$ cat src/rtl/debug_word_serializer_pkg.sv
// Shared constants and FSM encodings for the debug word serializer.
// MARKER exists only when DEBUG_SERIALIZER_MARKER_EN is defined.
package debug_word_serializer_pkg;

  localparam logic [7:0] DEBUG_MARKER_BYTE = 8'hA5;

`ifdef DEBUG_SERIALIZER_MARKER_EN
  typedef enum logic [1:0] {
    IDLE   = 2'd0,
    MARKER = 2'd1,
    SHIFT  = 2'd2
  } state_t;
`else
  typedef enum logic [1:0] {
    IDLE   = 2'd0,
    SHIFT  = 2'd2
  } state_t;
`endif

endpackage

$ cat src/rtl/debug_word_serializer.sv
// Serializes one DATA_WIDTH word into bytes (MSB byte first) for the LED debugger queue.
// Optional marker byte before each word: define DEBUG_SERIALIZER_MARKER_EN.
module debug_word_serializer
  import debug_word_serializer_pkg::*;
#(
  parameter int DATA_WIDTH = 32
) (
  input  logic                  clock,
  input  logic                  reset,
  input  logic [DATA_WIDTH-1:0] in_data,
  input  logic                  in_valid,
  output logic                  in_ready,
  output logic [7:0]            out_data,
  output logic                  out_valid,
  input  logic                  out_ready,
  output logic                  busy
);

  localparam int NUM_BYTES = DATA_WIDTH / 8;
  localparam int CNT_W     = $clog2(NUM_BYTES) + 1;
  localparam logic [CNT_W-1:0] CNT_LOAD = CNT_W'(NUM_BYTES);
  localparam logic [CNT_W-1:0] CNT_LAST = CNT_W'(1);

  state_t                  state_reg;
  logic [DATA_WIDTH-1:0]   shift_reg;
  logic [CNT_W-1:0]        count_reg;
  logic [7:0]              out_data_reg;
  logic                    out_valid_reg;
  logic                    in_ready_reg;
  logic                    busy_reg;

  assign in_ready  = in_ready_reg;
  assign out_data  = out_data_reg;
  assign out_valid = out_valid_reg;
  assign busy      = busy_reg;

  // Outputs are registered: each branch loads the value the next state will present.
  always_ff @(posedge clock) begin
    if (reset) begin
      state_reg     <= IDLE;
      shift_reg     <= '0;
      count_reg     <= '0;
      out_data_reg  <= '0;
      out_valid_reg <= 1'b0;
      in_ready_reg  <= 1'b1;
      busy_reg      <= 1'b0;
    end else begin
      case (state_reg)
        IDLE: begin
          if (in_valid) begin
            shift_reg     <= in_data;
            count_reg     <= CNT_LOAD;
            out_valid_reg <= 1'b1;
            in_ready_reg  <= 1'b0;
            busy_reg      <= 1'b1;
`ifdef DEBUG_SERIALIZER_MARKER_EN
            state_reg     <= MARKER;
            out_data_reg  <= DEBUG_MARKER_BYTE;
`else
            state_reg     <= SHIFT;
            out_data_reg  <= in_data[DATA_WIDTH-1 -: 8];
`endif
          end
        end
`ifdef DEBUG_SERIALIZER_MARKER_EN
        MARKER: begin
          if (out_ready) begin
            state_reg    <= SHIFT;
            out_data_reg <= shift_reg[DATA_WIDTH-1 -: 8];
          end
        end
`endif
        SHIFT: begin
          if (out_ready) begin
            shift_reg <= shift_reg << 8;
            if (count_reg == CNT_LAST) begin
              // Last byte handed off; the next word is only accepted once back in IDLE.
              state_reg     <= IDLE;
              out_valid_reg <= 1'b0;
              in_ready_reg  <= 1'b1;
              busy_reg      <= 1'b0;
              out_data_reg  <= '0;
            end else begin
              count_reg    <= count_reg - CNT_LAST;
              out_data_reg <= shift_reg[DATA_WIDTH-9 -: 8];
            end
          end
        end
        default: begin
          state_reg     <= IDLE;
          out_valid_reg <= 1'b0;
          in_ready_reg  <= 1'b1;
          busy_reg      <= 1'b0;
        end
      endcase
    end
  end

endmodule

$ cat config.mk
export PLATFORM = sky130hd
export DESIGN_NAME = debug_word_serializer
export DESIGN_NICKNAME = d
export VERILOG_FILES = /design/src/rtl/debug_word_serializer_pkg.sv /design/src/rtl/debug_word_serializer.sv
export SDC_FILE = /design/constraint.sdc
export NUM_CORES = 1
export LEC_CHECK = 0
export CAP_MARGIN = 25
export CORE_ASPECT_RATIO = 0.9
export CORE_UTILIZATION = 40
export DETAILED_ROUTE_END_ITERATION = 8
export PLACE_DENSITY = 0.71
export SYNTH_ARGS = -nofsm -noshare
export SYNTH_HDL_FRONTEND = slang
export SYNTH_SLANG_ARGS = --single-unit
$ cat constraint.sdc
create_clock -name clock -period 1.7 [get_ports clock]
set_input_delay 0.17 -clock clock [delete_from_list [all_inputs] [get_ports clock]]
set_output_delay 0.17 -clock clock [all_outputs]
set_load 0.01 [all_outputs]
==> results.ini <==
[run_status]
status = finished clean

[global_routing]
grt_pass1_wl_um = 6375
grtUsageMet3_pct = 5.161
grt_pass1_vias = 1431
gr-usage-all-layers_pct = 18.14
grt_use_met1_pct = 22.62
grt_max_degree = 27
busiest_layer = met2
grt-ovfl-total = 0
met2_usage_pct = 30.46
antenna_found_initial = 0

[run]
maxCapViolations = 0

[cts]
clock_latency_ns = 0.28
hold_buffers = 0
clk_pin_slew_worst_paths_ns = 0.07
clk_path_buf_depth = 2
ctsResizeCount = 0
cts_sinks = 37
tritoncts = yes
post_cts_buffers = 0
ctsHtreeMaxLevel = 2
cts_root_buf = clkbuf_8
numCtsBuffers = 5

[logic_synthesis]
syn_area_per_cell_um2 = 9.706
synth-edff-count = 0
syn_area_um2 = 1640
asyncSetResetFlopFracSynth_pct = 0
seq_area_frac_synth_pct = 45.16
ys_ff_latch = 37
syn-instance-count = 169
synth_top_cell_area_share_pct = 45.16
ys.flop_type = dfxtp_1
synth_area_leader_cell = dfxtp_1
synthTopCellsByArea = dfxtp_1, mux2i_1, a211oi_1
yosys-top-cells-count = dfxtp_1, nor2_1, a211oi_1
syn-num-nets = 207
yosys.cell_types.count = 30
yosysMostFrequentCell = dfxtp_1
synth_warnings = 0

[timing]
rsz0062_at_grt = no
fin_crit_ns = 1.540
finalSetupViolations = 0
worst_slew_pin_slew_ns = 0.4941
post-route-period-util_pct = 90.61
drv_slew = 0
clock_skew_ns = 0.002368
setup_tns_ns = 0
hold_ws_ns = 0.4760
finalHoldViolations = 0
clock.fmax_mhz = 649.2
slew_headroom_pct = 66.41

[power_and_ir_drop]
switching_power_uw = 499.9
p_int_mw = 1.448
p_per_area_nw_per_um2 = 888.0
swShare_pct = 25.66
p_comb_share_pct = 19.9
power_leakage_nw = 0.8249
seqPwrFrac_pct = 50.6
ir_worst_vdd_mv = 0.5379
power_frac_clock_pct = 29.6

[placement]
port_buffers = 46
place_congestion = 0.7386
hpwlAfterDp_um = 2725

[floorplanning]
ios = 47
die-area_um2 = 4361
rows = 21
die_x_um = 69.50
start_util_pct = 43.05
die_h_um = 62.75
core_um2 = 3810

[finish]
finalNetCount = 252
syn2layout_area_growth_pct = 33.71
drive_above_1_share_pct = 8.372
n_antenna_cell = 0
largest_reg_flops = 24

[worst_setup_path]
r2r_start = count_reg[0]$_SDFFE_PP0P_
cp.arrival_ns = 1.71
crit_type = flip-flop to flip-flop
reg2regPathDepth = 4
worstPathMaxFanout = 6
cp-end-kind = flip-flop
start_kind = flip-flop
regToRegSetupSlack_ns = 0.16
cp.required_ns = 1.87
r2r_end = out_data[6]$_SDFFE_PP0P_

[routing]
drt-initial-drc-count = 33
vias = 1398
wl_um = 3714
ant_nets = 0
dr.pass1.iters = 4
vias_per_cell = 5.356
drc = 0
avgRoutedWirePerCell_um = 14.23

[min_path]
min_from = shift_reg[23]$_SDFFE_PP0P_
min_path_cells = 2
whs_endpoint = out_data[7]$_SDFFE_PP0P_
hp-class = flip-flop to flip-flop

[power by group through the flow]
| stage | registers, mW | logic, mW | clock network [mW] |
|---|---|---|---|
| floorplan | 0.999 | 0.226 | 0 |
| global placement | 0.999 | 0.375 | 0 |
| detailed placement | 1.00 | 0.386 | 0 |
| CTS | 0.984 | 0.388 | 0.592 |
| global route | 0.994 | 0.426 | 0.640 |
| finish | 0.985 | 0.387 | 0.576 |
[cell usage in the layout (no fill, tap or decap), types with 3 or more instances in the layout]
cell type,instances
a211oi_1,19
mux2i_1,16
a221o_1,3
clkdlybuf4s50_1,46
clkbuf_8,5
nand3_1,6
a22oi_1,8
or3_1,3
nor2_1,31
clkbuf_1,3
o21ai_0,5
buf_4,6
nor3b_1,3
dfxtp_1,36
[per-layer routing]
| metal | vias to the layer above | wire length [µm] |
|---|---|---|
| met1 | 633 | 1751 |
| met2 | 53 | 1704 |
| met4 | 0 | 27 |
| met3 | 4 | 231 |
| met5 | - | 0 |
| li1 | 708 | - |
[layout make-up]
type / instances / area [µm²]
multi-input combinational: 115 / 780.7
fill: 329 / 1617
inverter: 2 / 7.507
tap: 46 / 57.56
timing repair buffer: 53 / 525.5
clock buffer: 8 / 80.08
sequential: 37 / 742.0
[how the worst max path moves through the flow]
stage,from,end,slack [ns],depth (start not counted)
2_1_floorplan,count_reg[0]$_SDFFE_PP0P_,out_data[4]$_SDFFE_PP0P_,0.36,4
3_3_place_gp,out_ready,shift_reg[4]$_SDFFE_PP0P_,0.15,4
3_5_place_dp,out_ready,shift_reg[3]$_SDFFE_PP0P_,0.06,4
4_1_cts,busy$_SDFFE_PP0P_,busy,0.03,1
5_1_grt,count_reg[0]$_SDFFE_PP0P_,out_data[6]$_SDFFE_PP0P_,0.04,4
6_report,count_reg[0]$_SDFFE_PP0P_,out_data[6]$_SDFFE_PP0P_,0.16,4
[stage by stage]
stage | utilization [%] | power [mW] | cells | area (µm²) | setup slack [ns]
floorplan | - | 1.225 | 169 | 1640 | 0.3569
CTS | 57.44 | 1.963 | 261 | 2188 | 0.02832
global placement | 55.34 | 1.374 | 253 | 2108 | 0.1477
global route | 57.57 | 2.060 | 261 | 2193 | 0.04427
finish | 57.57 | 1.948 | 261 | 2193 | 0.1596
detailed placement | 55.34 | 1.389 | 253 | 2108 | 0.05749
[critical path, stage by stage, from the launching register on]
cell	delay [ns]
dfxtp_1	0.38
ha_1	0.21
nor2b_1	0.34
nor3_1	0.14
a221o_1	0.36
[logic make-up (layout without fill, tap and decap cells)]
family	count (synthesis)	count (layout)	synth area share, %
and+or+nand+nor	50	50	14.19
AOI/OAI and AO/OA	45	45	20.37
DFF	37	37	45.16
muxes	18	18	11.29
buffers and inverters	17	63	7.475
adders and majority gates	2	2	1.525
Note: power is estimated with default switching activity, not from simulation.
